[config.mk]
export PLATFORM = sky130hd
export DESIGN_NAME = demux_1to4_buffered
export DESIGN_NICKNAME = d
export VERILOG_FILES = /design/src/rtl/demux_1to4_buffered_pkg.sv /design/src/rtl/demux_1to4_buffered_fifo.sv /design/src/rtl/demux_1to4_buffered.sv
export SDC_FILE = /design/constraint.sdc
export NUM_CORES = 1
export LEC_CHECK = 0
export ABC_AREA = 1
export CAP_MARGIN = 30
export CORE_MARGIN = 2
export CORE_UTILIZATION = 57
export DETAILED_ROUTE_END_ITERATION = 6
export PLACE_DENSITY = 0.91
export SYNTH_ARGS = -nofsm -noshare
export SYNTH_HDL_FRONTEND = slang
export SYNTH_SLANG_ARGS = --single-unit
[constraint.sdc]
create_clock -name clk -period 8 [get_ports clk]
set_clock_uncertainty 0.1 [all_clocks]
set_input_delay 1.2 -clock clk [delete_from_list [all_inputs] [get_ports clk]]
set_output_delay 1.2 -clock clk [all_outputs]
set_load 0.01 [all_outputs]
[src/rtl/demux_1to4_buffered_pkg.sv]
// Shared definitions for the 1-to-4 buffered word router.
package demux_1to4_buffered_pkg;

  // Datapath word width and destination index width.
  localparam int DEFAULT_DATA_WIDTH = 32;
  localparam int SEL_WIDTH          = 2;
  localparam int NUM_DEST           = 1 << SEL_WIDTH;

  // Entries per destination FIFO (power of two, at least 2).
  localparam int DEFAULT_DEPTH      = 2;

  // One-hot decode of a destination index.
  function automatic logic [NUM_DEST-1:0] dest_decode(input logic [SEL_WIDTH-1:0] sel);
    logic [NUM_DEST-1:0] hot;
    hot      = '0;
    hot[sel] = 1'b1;
    return hot;
  endfunction

endpackage

[src/rtl/demux_1to4_buffered_fifo.sv]
// demux_fifo: synchronous FIFO with push/pop, full/empty flags and a head word.
// Push is ignored when full and pop is ignored when empty, so no word can be
// overwritten or popped twice regardless of what the caller drives.
module demux_fifo #(
  parameter int DATA_WIDTH = 32,
  parameter int DEPTH      = 2
) (
  input  logic                  clk,
  input  logic                  reset_n,
  input  logic                  push,
  input  logic [DATA_WIDTH-1:0] push_data,
  input  logic                  pop,
  output logic                  full,
  output logic                  empty,
  output logic [DATA_WIDTH-1:0] head
);

  localparam int PTR_W = $clog2(DEPTH);
  localparam int CNT_W = PTR_W + 1;
  localparam logic [CNT_W-1:0] FULL_CNT = CNT_W'(DEPTH);

  logic [PTR_W-1:0]      wr_ptr_q, wr_ptr_d;
  logic [PTR_W-1:0]      rd_ptr_q, rd_ptr_d;
  logic [CNT_W-1:0]      count_q, count_d;
  logic [DATA_WIDTH-1:0] mem_q [DEPTH];
  logic [DATA_WIDTH-1:0] mem_d [DEPTH];
  logic                  push_ok;
  logic                  pop_ok;

  assign full    = (count_q == FULL_CNT);
  assign empty   = (count_q == '0);
  assign head    = mem_q[rd_ptr_q];
  assign push_ok = push && !full;
  assign pop_ok  = pop && !empty;

  // Next pointers, occupancy and storage; pointers wrap naturally at DEPTH.
  always_comb begin
    wr_ptr_d = wr_ptr_q;
    rd_ptr_d = rd_ptr_q;
    count_d  = count_q;
    mem_d    = mem_q;
    if (push_ok) begin
      mem_d[wr_ptr_q] = push_data;
      wr_ptr_d        = wr_ptr_q + 1'b1;
    end
    if (pop_ok) begin
      rd_ptr_d = rd_ptr_q + 1'b1;
    end
    case ({push_ok, pop_ok})
      2'b10:   count_d = count_q + 1'b1;
      2'b01:   count_d = count_q - 1'b1;
      default: count_d = count_q;
    endcase
  end

  // Control state register; reset empties the FIFO and drops any handshake.
  always_ff @(posedge clk) begin
    if (!reset_n) begin
      wr_ptr_q <= '0;
      rd_ptr_q <= '0;
      count_q  <= '0;
    end else begin
      wr_ptr_q <= wr_ptr_d;
      rd_ptr_q <= rd_ptr_d;
      count_q  <= count_d;
    end
  end

  // Storage needs no reset: entries are only visible while counted.
  always_ff @(posedge clk) begin
    mem_q <= mem_d;
  end

endmodule

[src/rtl/demux_1to4_buffered.sv]
// demux_1to4_buffered: routes one word per cycle into one of four FIFOs chosen
// by select; each FIFO is drained by its own consumer.
//
// Handshakes: a transfer happens at a rising edge where valid && ready. The
// input side's in_ready depends only on select and registered occupancy (never
// on any out_ready), so a full FIFO refuses a push even if it pops that cycle.
// The producer holds data_input/select stable while in_valid && !in_ready.
// Each output presents its head word while out_valid_k and holds it until popped.
module demux_1to4_buffered
  import demux_1to4_buffered_pkg::*;
#(
  parameter int DATA_WIDTH = DEFAULT_DATA_WIDTH,
  parameter int DEPTH      = DEFAULT_DEPTH
) (
  input  logic                  clk,
  input  logic                  reset_n,
  input  logic [DATA_WIDTH-1:0] data_input,
  input  logic [SEL_WIDTH-1:0]  select,
  input  logic                  in_valid,
  output logic                  in_ready,
  output logic [DATA_WIDTH-1:0] data_output_0,
  output logic [DATA_WIDTH-1:0] data_output_1,
  output logic [DATA_WIDTH-1:0] data_output_2,
  output logic [DATA_WIDTH-1:0] data_output_3,
  output logic                  out_valid_0,
  output logic                  out_valid_1,
  output logic                  out_valid_2,
  output logic                  out_valid_3,
  input  logic                  out_ready_0,
  input  logic                  out_ready_1,
  input  logic                  out_ready_2,
  input  logic                  out_ready_3
);

  logic [NUM_DEST-1:0]   push_v;
  logic [NUM_DEST-1:0]   pop_v;
  logic [NUM_DEST-1:0]   full_v;
  logic [NUM_DEST-1:0]   empty_v;
  logic [DATA_WIDTH-1:0] head_v   [NUM_DEST];
  logic [DATA_WIDTH-1:0] out_data [NUM_DEST];

  assign pop_v = {out_ready_3, out_ready_2, out_ready_1, out_ready_0};

  // Select decode and ready mux: only the addressed FIFO sees the push.
  always_comb begin
    in_ready = !full_v[select];
    push_v   = (in_valid && !full_v[select]) ? dest_decode(select) : '0;
  end

  for (genvar k = 0; k < NUM_DEST; k++) begin : g_dest
    demux_fifo #(
      .DATA_WIDTH (DATA_WIDTH),
      .DEPTH      (DEPTH)
    ) u_fifo (
      .clk       (clk),
      .reset_n   (reset_n),
      .push      (push_v[k]),
      .push_data (data_input),
      .pop       (pop_v[k]),
      .full      (full_v[k]),
      .empty     (empty_v[k]),
      .head      (head_v[k])
    );
  end

  // Outputs read as zero while their FIFO is empty.
  always_comb begin
    for (int k = 0; k < NUM_DEST; k++) begin
      out_data[k] = empty_v[k] ? '0 : head_v[k];
    end
  end

  assign data_output_0 = out_data[0];
  assign data_output_1 = out_data[1];
  assign data_output_2 = out_data[2];
  assign data_output_3 = out_data[3];
  assign out_valid_0   = !empty_v[0];
  assign out_valid_1   = !empty_v[1];
  assign out_valid_2   = !empty_v[2];
  assign out_valid_3   = !empty_v[3];

endmodule

* Yosys cells after proc, flatten, opt, wreduce, memory -nomap -nowiden
Cells that the tools add are included.
** Storage, ports and cells
- Output and inout port bits :: 133
- Bits in writable memories :: 0
- Register bits after elaboration :: 272
- Bits in read-only memories :: 0
- Memories kept :: 0
- Word-level logic and storage cells :: 138
- Bits of input ports :: 41
- Latch bits :: 0
** Cells by class
- Reduce and logical (&&, ||, !) cells :: 31
- Multipliers :: 0
- Mux-type cells :: 37
- Div/mod/pow operators :: 0
- Equal/unequal tests :: 12
- Shifts and indexed selects :: 0
- Bitwise gates (word level) :: 8
- Add/sub/neg operators :: 16
- Magnitude comparators :: 14
** Operator list (count)
- $mux W32 :: 20
- $bwmux W64 :: 4
- $demux W32 S1 :: 4
- $eq A2 B2 Y1 const B :: 8
- $ge A2 B2 Y1 const B :: 8
- $not A1 Y2 :: 8
- $pmux W2 S2 :: 4
- $logic_and A1 B1 Y1 :: 14
- $logic_not A1 Y1 :: 9
- $add A1 B1 Y1 const B :: 8
- $add A2 B1 Y2 const B :: 4
- $eq A2 B1 Y1 const B :: 4
- $logic_not A2 Y1 :: 4
- $lt A2 B1 Y1 const B :: 4
- $reduce_bool A2 Y1 :: 4
- $sub A2 B1 Y2 const B :: 4
- $mux W4 :: 1
- $lt A2 B3 Y1 const B :: 1
- $bmux W1 S2 :: 1
- $demux W1 S2 :: 1
- $ge A2 B1 Y1 const B :: 1
- $mux W1 :: 2

* Longest topological paths before layout
Gate-level depths: netlist (run 1).
- Depth after elaboration :: 9
- Depth in mapped cells :: 11
- Mapped depth without buffers :: 11

* Hierarchy
From an unflattened synthesis (run 1), not the netlist that was laid out.
** Unflattened totals
- Cells, all modules :: 1113
- Area, all modules :: 11457.2 sq um
** By module, submodules not included
- demux_fifo :: sequential area each 2001.9 sq um, cells each 204, times used 4, area an instance 2575.0 sq um
- demux_1to4_buffered :: sequential area each 0.0 sq um, cells each 297, times used 1, area an instance 1157.4 sq um

* Worst setup path before layout (run 1)
Ideal clock, no wire load.
- Path type :: input to register
- Start point :: input port select[0]
- End point :: register g_dest[0].u_fifo.mem_q[32] (netlist bit) (enable)
- Slack :: 4378 ps
- Data required time :: 7479 ps
- Path buffers :: 0
- Stages on the path :: 7
- Setup time :: 421 ps
- Arrival :: 3101 ps
- Cell sequence :: inv_1 nor2_1 nand2_1 nand2_2 nor2_8 nand3_2 nor2_1
** On the way
- Longest elaborated chain between the ends :: 6
- Elaborated cells between the ends (all ways) :: 11
- Classes of those cells :: order compare: 2; mux: 5; reduce/logical: 4
** RTL lines
- start: declaration :: RTL line demux_1to4_buffered.sv:18 : input logic [SEL_WIDTH-1:0] select,
- $bmux W1 S2
- $mux W1
- $logic_not A1 Y1
- net in_ready :: RTL line demux_1to4_buffered.sv:20 : output logic in_ready,
- $logic_and A1 B1 Y1 :: RTL line demux_1to4_buffered.sv:47 : push_v = (in_valid && !full_v[select]) ? dest_decode(select) : '0;
- $mux W4 :: RTL line demux_1to4_buffered.sv:47
- $logic_and A1 B1 Y1 :: RTL line demux_1to4_buffered_fifo.sv:33 : assign push_ok = push && !full;
- end signal: assignment :: RTL line demux_1to4_buffered_fifo.sv:71 : mem_q <= mem_d;
- end: declaration :: RTL line demux_1to4_buffered_fifo.sv:25 : logic [DATA_WIDTH-1:0] mem_q [DEPTH];
The timed path passes the listed nets, and every way through them passes these cells. The select of a mux whose other input is x is not followed.
A chain may end at the register's enable or synchronous reset.

* Worst setup path after layout (run 1)
- Start point :: register g_dest[0].u_fifo.rd_ptr_q
- End point :: output port data_output_0[27]
** On the way
- Longest elaborated chain between the ends :: 5
** RTL lines
- start: declaration :: RTL line demux_1to4_buffered_fifo.sv:23 : logic [PTR_W-1:0] rd_ptr_q, rd_ptr_d;
- start signal: assignment :: RTL line demux_1to4_buffered_fifo.sv:64 : rd_ptr_q <= rd_ptr_d;
- $not A1 Y2 (not written as such) :: RTL line demux_1to4_buffered_fifo.sv:32 : assign head = mem_q[rd_ptr_q];
- $mux W32 (not written as such) (3 in a row) :: RTL line demux_1to4_buffered_fifo.sv:32
- $mux W32 :: RTL line demux_1to4_buffered.sv:69 : out_data[k] = empty_v[k] ? '0 : head_v[k];
- end: declaration :: RTL line demux_1to4_buffered.sv:21 : output logic [DATA_WIDTH-1:0] data_output_0,
No other way between the ends. The select of a mux whose other input is x is not followed.

==> flow_metrics.env, run 1 <==
export IMPL_outcome="completed"
export IMPL_cts_root_buffer="clkbuf_16"
export IMPL_io_pins=174
export IMPL_die_y_um=139
export IMPL_rows=49
export IMPL_setup_violations=0
export IMPL_port_buffers=173
export IMPL_drt_pass1_iter_count=5
export IMPL_final_cell_mix="nand2_1, edfxtp_1, clkdlybuf4s50_1"
export IMPL_grtUsageMet2_pct=45.7
export IMPL_worstPathArrival_ps=2910
export IMPL_gr_max_usage_layer="met2"
export IMPL_crit_path_frequent_cell="buf_16"
export IMPL_drt_initial_drc_count=661
export IMPL_num_vias=7105
export IMPL_power_density_mw_per_mm2=274
export IMPL_cp_end_kind="output port"
export IMPL_crit_family="buffers and inverters"
export IMPL_post_synth_top_area_fraction_pct=74.3
export IMPL_synth_cell_types=17
export IMPL_cts_hold_buf=0
export IMPL_area_delta_synth_final_pct=30.1
export IMPL_p_sw_share_pct=26.3
export IMPL_ys_seq_elements=272
export IMPL_crit_path_cell_trace="buf_16, clkinv_1, buf_16, nand2_1, a21oi_1, clkdlybuf4s50_1"
export IMPL_antenna_found_initial=0
export IMPL_use_met1_pct=35.9
export IMPL_clockBufferDepth=3
export IMPL_ys_seq_area_share_pct=77.4
export IMPL_yosysWarnings=0
export IMPL_fill_cells=1116
export IMPL_wire_per_inst_um=21.1
export IMPL_share_seq_of_total_power_pct=44.2
export IMPL_drc=0
export IMPL_maxCapViolCount=0
export IMPL_drive_gt1_share_pct=6.94
export IMPL_grt_pass1_wl_mm=39.4
export IMPL_pwr_share_comb_pct=20.9
export IMPL_rsz0062_at_grt="no"
export IMPL_final_area_sq_mm=0.0135
export IMPL_worstSetupStartpointType="register"
export IMPL_via_per_inst=5.74
export IMPL_die_area_sq_mm=0.0192
export IMPL_fmax_mhz=238
export IMPL_drtAntennaViolNets=0
export IMPL_synth_area_top_cells="edfxtp_1, nand2_1, a21oi_1"
export IMPL_cts_buffers=27
export IMPL_r2r_setup_slack_ps=5460
export IMPL_use_met3_pct=4.39
export IMPL_slew_viol_final=0
export IMPL_synth_avg_cell_area_sq_um=12.7
export IMPL_crit_path_max_incr_delay_ps=650
export IMPL_grt_ovfl_total=0
export IMPL_nNetsFinal=1034
export IMPL_synth_cells=813
export IMPL_syn_nets=858
export IMPL_power_static_leakage_nw=4.77
export IMPL_layout_commonest_cell="nand2_1"
export IMPL_grt_max_degree=34
export IMPL_relSlewSlack_pct=36.5
export IMPL_cp_slowest_cell="dfxtp_1"
export IMPL_hpwl_mm=16.3
export IMPL_post_route_period_util_pct=52.6
export IMPL_peakVddDrop_mv=0.195
export IMPL_first_global_vias=6854
export IMPL_antenna_cells=0
export IMPL_clkTransAtPathRegs_ps=60
export IMPL_crit_type="reg2out"
export IMPL_synth_largest_area_cell="edfxtp_1"
export IMPL_tightest_slew_ps=950
export IMPL_start_util_pct=57.8
export IMPL_cts_setup_buffers=0
export IMPL_placed_cell_area_sq_mm=0.0126
export IMPL_p_clk_share_pct=34.9
export IMPL_place_congestion=0.802
export IMPL_clkSinkCount=272
export IMPL_hold_viol_final=0
export IMPL_drt_total_wl_mm=26.1
export IMPL_crit_required_ps=6700
export IMPL_internal_power_w=0.00271
export IMPL_cts_tree="done"
export IMPL_hp_class="reg2reg"
export IMPL_period_minus_slack_ps=4210
export IMPL_cp_max_fo=23
export IMPL_fin_tns_setup_ps=0
export IMPL_postCtsResizedCells=0
export IMPL_syn_cell_area_sq_mm=0.0103
export IMPL_crit_buf_inv=4
export IMPL_grt_use_total_pct=26.8
export IMPL_die_width_um=139
export IMPL_h_tree_depth=1
export IMPL_clk_latency_ps=510
export IMPL_core_area_sq_mm=0.0179
export IMPL_switching_power_w=0.000969
==> synthesized netlist by cell type (all sizes together) <==
master / n
a21oi: 140
buf: 3
clkbuf: 39
clkinv: 4
dfxtp: 16
edfxtp: 256
ha: 4
inv: 28
nand2: 275
nand3: 4
nand4: 4
nor2: 24
o21ai: 12
xor2: 4
==> worst register-to-register path: cells and delay by family (launching register included) <==
family | cells | cell delay (ps)
AO/OA/AOI/OAI | 4 | 520
adder cells (fa/ha/maj) | 1 | 320
buffers and inverters | 2 | 220
flip-flops | 1 | 370
AND/OR/NAND/NOR | 2 | 900
==> flip-flops by register name (all words and copies together), names as in the netlist <==
name                    count
g_dest.u_fifo.mem_q       256
g_dest.u_fifo.count_q       8
g_dest.u_fifo.rd_ptr_q      4
g_dest.u_fifo.wr_ptr_q      4
==> final timing paths <==
check,end,depth (start not counted),from
worst max-delay path,data_output_0[27],6,g_dest[0].u_fifo.rd_ptr_q
worst min-delay path,g_dest[1].u_fifo.count_q[1],2,g_dest[1].u_fifo.count_q[1]
worst max register to register,g_dest[2].u_fifo.count_q[1],9,g_dest[2].u_fifo.count_q[0]
worst min register to register,g_dest[1].u_fifo.count_q[1],2,g_dest[1].u_fifo.count_q[1]
==> routing by layer <==
metal,part of all wire (%),vias to the layer above
met5,0,-
met3,10,55
met2,51,449
met4,2.7,0
li1,-,3187
met1,36,3414
==> stage by stage <==
stage	utilization, %	hold slack, ps	total power, W	setup slack, ps	cells
final	75.2	432	0.00368	3790	1238
after global routing	75.2	460	0.00381	3650	1238
after CTS	75.2	431	0.00370	3790	1238
after detailed placement	70.1	420	0.00242	3870	1189
after global placement	68.8	405	0.00237	3500	1180
after floorplan	-	359	0.00198	4380	813
==> power by group through the flow <==
stage	registers [W]	clock network, W	logic (W)
6_report	0.00163	0.00128	0.000770
5_1_grt	0.00163	0.00136	0.000820
4_1_cts	0.00163	0.00130	0.000769
3_5_place_dp	0.00166	0	0.000760
3_3_place_gp	0.00166	0	0.000708
2_1_floorplan	0.00165	0	0.000330
==> area by class of cell <==
class                           count  area [sq um]  share of cell area, %
Multi-Input combinational cell    467          2110                   15.7
Tap cell                          229           287                   2.13
Clock buffer                       33           698                   5.19
Timing Repair Buffer              189          2020                   15.0
Inverter                           32           120                  0.892
Clock inverter                     16           210                   1.56
Sequential cell                   272          8010                   59.5
==> cells by family (layout without fill, tap and decap cells) <==
logic type	after synthesis	after routing	share of synthesized area, %
DFF	272	272	77.4
buffers and inverters	74	270	2.72
and+or+nand+nor	307	307	11.7
adders and majority gates	4	4	0.484
xor gates and xnor gates	4	4	0.339
AOI/OAI and AO/OA	152	152	7.35
Note: power is estimated with default switching activity, not from simulation.
==> inputs of run 2 (changes only) <==
CORE_UTILIZATION = 53   (was 57)
PLACE_DENSITY = 0.86   (was 0.91)
clock period = 4.4 ns   (was 8 ns; I/O delays follow)
==> run 2 against run 1 <==
  * Die area grew 7.3%
  * Sequential power grew 84%
  * Count of clock-buffer cells in the layout shrank 2
  * Hold slack lost 2.3 ps
  * Worst setup slack lost 3400 ps
  * Combinational power grew 74%
  * Global-route usage shrank 1.8 points
  * Critical endpoint is now data_output_1[31]
==> flow_metrics.env, run 2 (synthesized netlist as in run 1, its figures left out) <==
export IMPL_clk_latency_ps=520
export IMPL_postCtsResizedCells=0
export IMPL_maxCapViolCount=0
export IMPL_cp_max_fo=33
export IMPL_relSlewSlack_pct=32.5
export IMPL_fill_cells=1254
export IMPL_outcome="completed"
export IMPL_tightest_slew_ps=1010
export IMPL_start_util_pct=53.5
export IMPL_hold_start="g_dest[2].u_fifo.count_q[1]"
export IMPL_cts_tree="done"
export IMPL_reg_largest_list="g_dest.u_fifo.mem_q: 256 flops, g_dest.u_fifo.count_q: 8 flops"
export IMPL_grt_pass1_wl_mm=38.6
export IMPL_grt_use_total_pct=25.1
export IMPL_io_pins=174
export IMPL_cts_root_buffer="clkbuf_16"
export IMPL_cts_buffers=26
export IMPL_hold_path_depth=2
export IMPL_via_per_inst=5.54
export IMPL_crit_type="reg2out"
export IMPL_largest_register="g_dest.u_fifo.mem_q"
export IMPL_area_delta_synth_final_pct=28.8
export IMPL_pwr_share_comb_pct=20.7
export IMPL_die_width_um=144
export IMPL_r2r_start="g_dest[1].u_fifo.count_q[0]"
export IMPL_die_y_um=144
export IMPL_cts_setup_buffers=0
export IMPL_layout_commonest_cell="nand2_1"
export IMPL_drtAntennaViolNets=0
export IMPL_seqCellArea_sq_mm=0.00801
export IMPL_grt_max_degree=34
export IMPL_place_congestion=0.786
export IMPL_drt_initial_drc_count=710
export IMPL_hold_slack_ps=429
export IMPL_slew_viol_final=0
export IMPL_power_static_leakage_nw=4.67
export IMPL_final_cell_mix="nand2_1, edfxtp_1, clkdlybuf4s50_1"
export IMPL_use_met3_pct=3.20
export IMPL_gr_max_usage_layer="met2"
export IMPL_period_minus_slack_ps=4010
export IMPL_drt_total_wl_mm=25.9
export IMPL_switching_power_w=0.00175
export IMPL_cts_hold_buf=0
export IMPL_rsz0062_at_grt="no"
export IMPL_drc=0
export IMPL_rows=51
export IMPL_fmax_mhz=249
export IMPL_largest_reg_flops=256
export IMPL_clockBufferDepth=3
export IMPL_power_density_mw_per_mm2=484
export IMPL_core_area_sq_mm=0.0193
export IMPL_first_global_vias=6904
export IMPL_drive_gt1_share_pct=7.09
export IMPL_worstPathArrival_ps=3250
export IMPL_drt_pass1_iter_count=5
export IMPL_share_seq_of_total_power_pct=46.5
export IMPL_r2r_setup_slack_ps=1600
export IMPL_clkSinkCount=272
export IMPL_die_area_sq_mm=0.0206
export IMPL_multi_input_area_sq_mm=0.00211
export IMPL_internal_power_w=0.00470
export IMPL_cp_end_kind="output port"
export IMPL_port_buffers=173
export IMPL_fin_tns_setup_ps=0
export IMPL_peakVddDrop_mv=0.361
export IMPL_clkTransAtPathRegs_ps=60
export IMPL_hp_class="reg2reg"
export IMPL_grt_ovfl_total=0
export IMPL_setup_violations=0
export IMPL_nNetsFinal=1030
export IMPL_wire_per_inst_um=20.5
export IMPL_antenna_cells=0
export IMPL_r2r_end="g_dest[1].u_fifo.count_q[1]"
export IMPL_holdPathEnd="g_dest[2].u_fifo.count_q[1]"
export IMPL_num_vias=7014
export IMPL_h_tree_depth=1
export IMPL_use_met1_pct=33.5
export IMPL_antenna_found_initial=0
export IMPL_p_sw_share_pct=27.2
export IMPL_worstSetupStartpointType="register"
export IMPL_p_clk_share_pct=32.8
export IMPL_grtUsageMet2_pct=41.9
export IMPL_crit_required_ps=3640
export IMPL_hpwl_mm=16.1
export IMPL_hold_viol_final=0
export IMPL_post_route_period_util_pct=91.2
export IMPL_reg2reg_depth=9
==> run 2: cell type report <==
| cell class | instances | share of cell area (%) |
|---|---|---|
| timing repair buffer | 186 | 14.6 |
| clock inverter | 14 | 1.02 |
| sequential | 272 | 60.1 |
| multi-input combinational | 467 | 15.9 |
| tap | 265 | 2.49 |
| clock buffer | 31 | 5.02 |
| inverter | 32 | 0.901 |
==> run 2: worst max-delay path: stages (launching register included) <==
cell and delay (ps):
dfxtp_2 800, clkinv_1 710, buf_4 430, nand2_1 110, a21oi_1 120, clkdlybuf4s50_1 550
==> run 2: how the worst max path moves through the flow <==
stage / from / endpoint / slack [ps] / cells after the start
floorplan: select[0] / g_dest[0].u_fifo.mem_q[32] / 1320 / 7
global placement: g_dest[0].u_fifo.rd_ptr_q / data_output_0[0] / 800 / 4
detailed placement: select[0] / g_dest[3].u_fifo.mem_q[9] / 960 / 9
CTS: g_dest[1].u_fifo.rd_ptr_q / data_output_1[31] / 370 / 5
global route: g_dest[1].u_fifo.rd_ptr_q / data_output_1[31] / 290 / 5
finish: g_dest[1].u_fifo.rd_ptr_q / data_output_1[31] / 390 / 5
==> run 2: per-layer routing <==
metal / up-vias / wire, um / part of all wire (%)
met5: - / 0 / 0
met4: 0 / 873 / 3.4
met3: 67 / 2210 / 8.5
met2: 409 / 12900 / 50
met1: 3362 / 9940 / 38
li1: 3176 / - / -
==> run 2: power by group through the flow <==
stage	clock [W]	combinational (W)	sequential [W]
floorplan	0	0.000601	0.00299
global placement	0	0.00127	0.00305
detailed placement	0	0.00132	0.00306
CTS	0.00212	0.00134	0.00300
global route	0.00224	0.00143	0.00301
finish	0.00211	0.00134	0.00300
==> run 2: per-stage QoR <==
step | util (%) | instance area [sq um] | setup slack (ps) | power (W) | cells
after global placement | 63.9 | 12400 | 800 | 0.00432 | 1216
after global routing | 68.9 | 13300 | 293 | 0.00668 | 1267
after detailed placement | 64.8 | 12500 | 956 | 0.00438 | 1222
final | 68.9 | 13300 | 387 | 0.00646 | 1267
after CTS | 68.9 | 13300 | 368 | 0.00647 | 1267
after floorplan | - | 10300 | 1320 | 0.00359 | 813
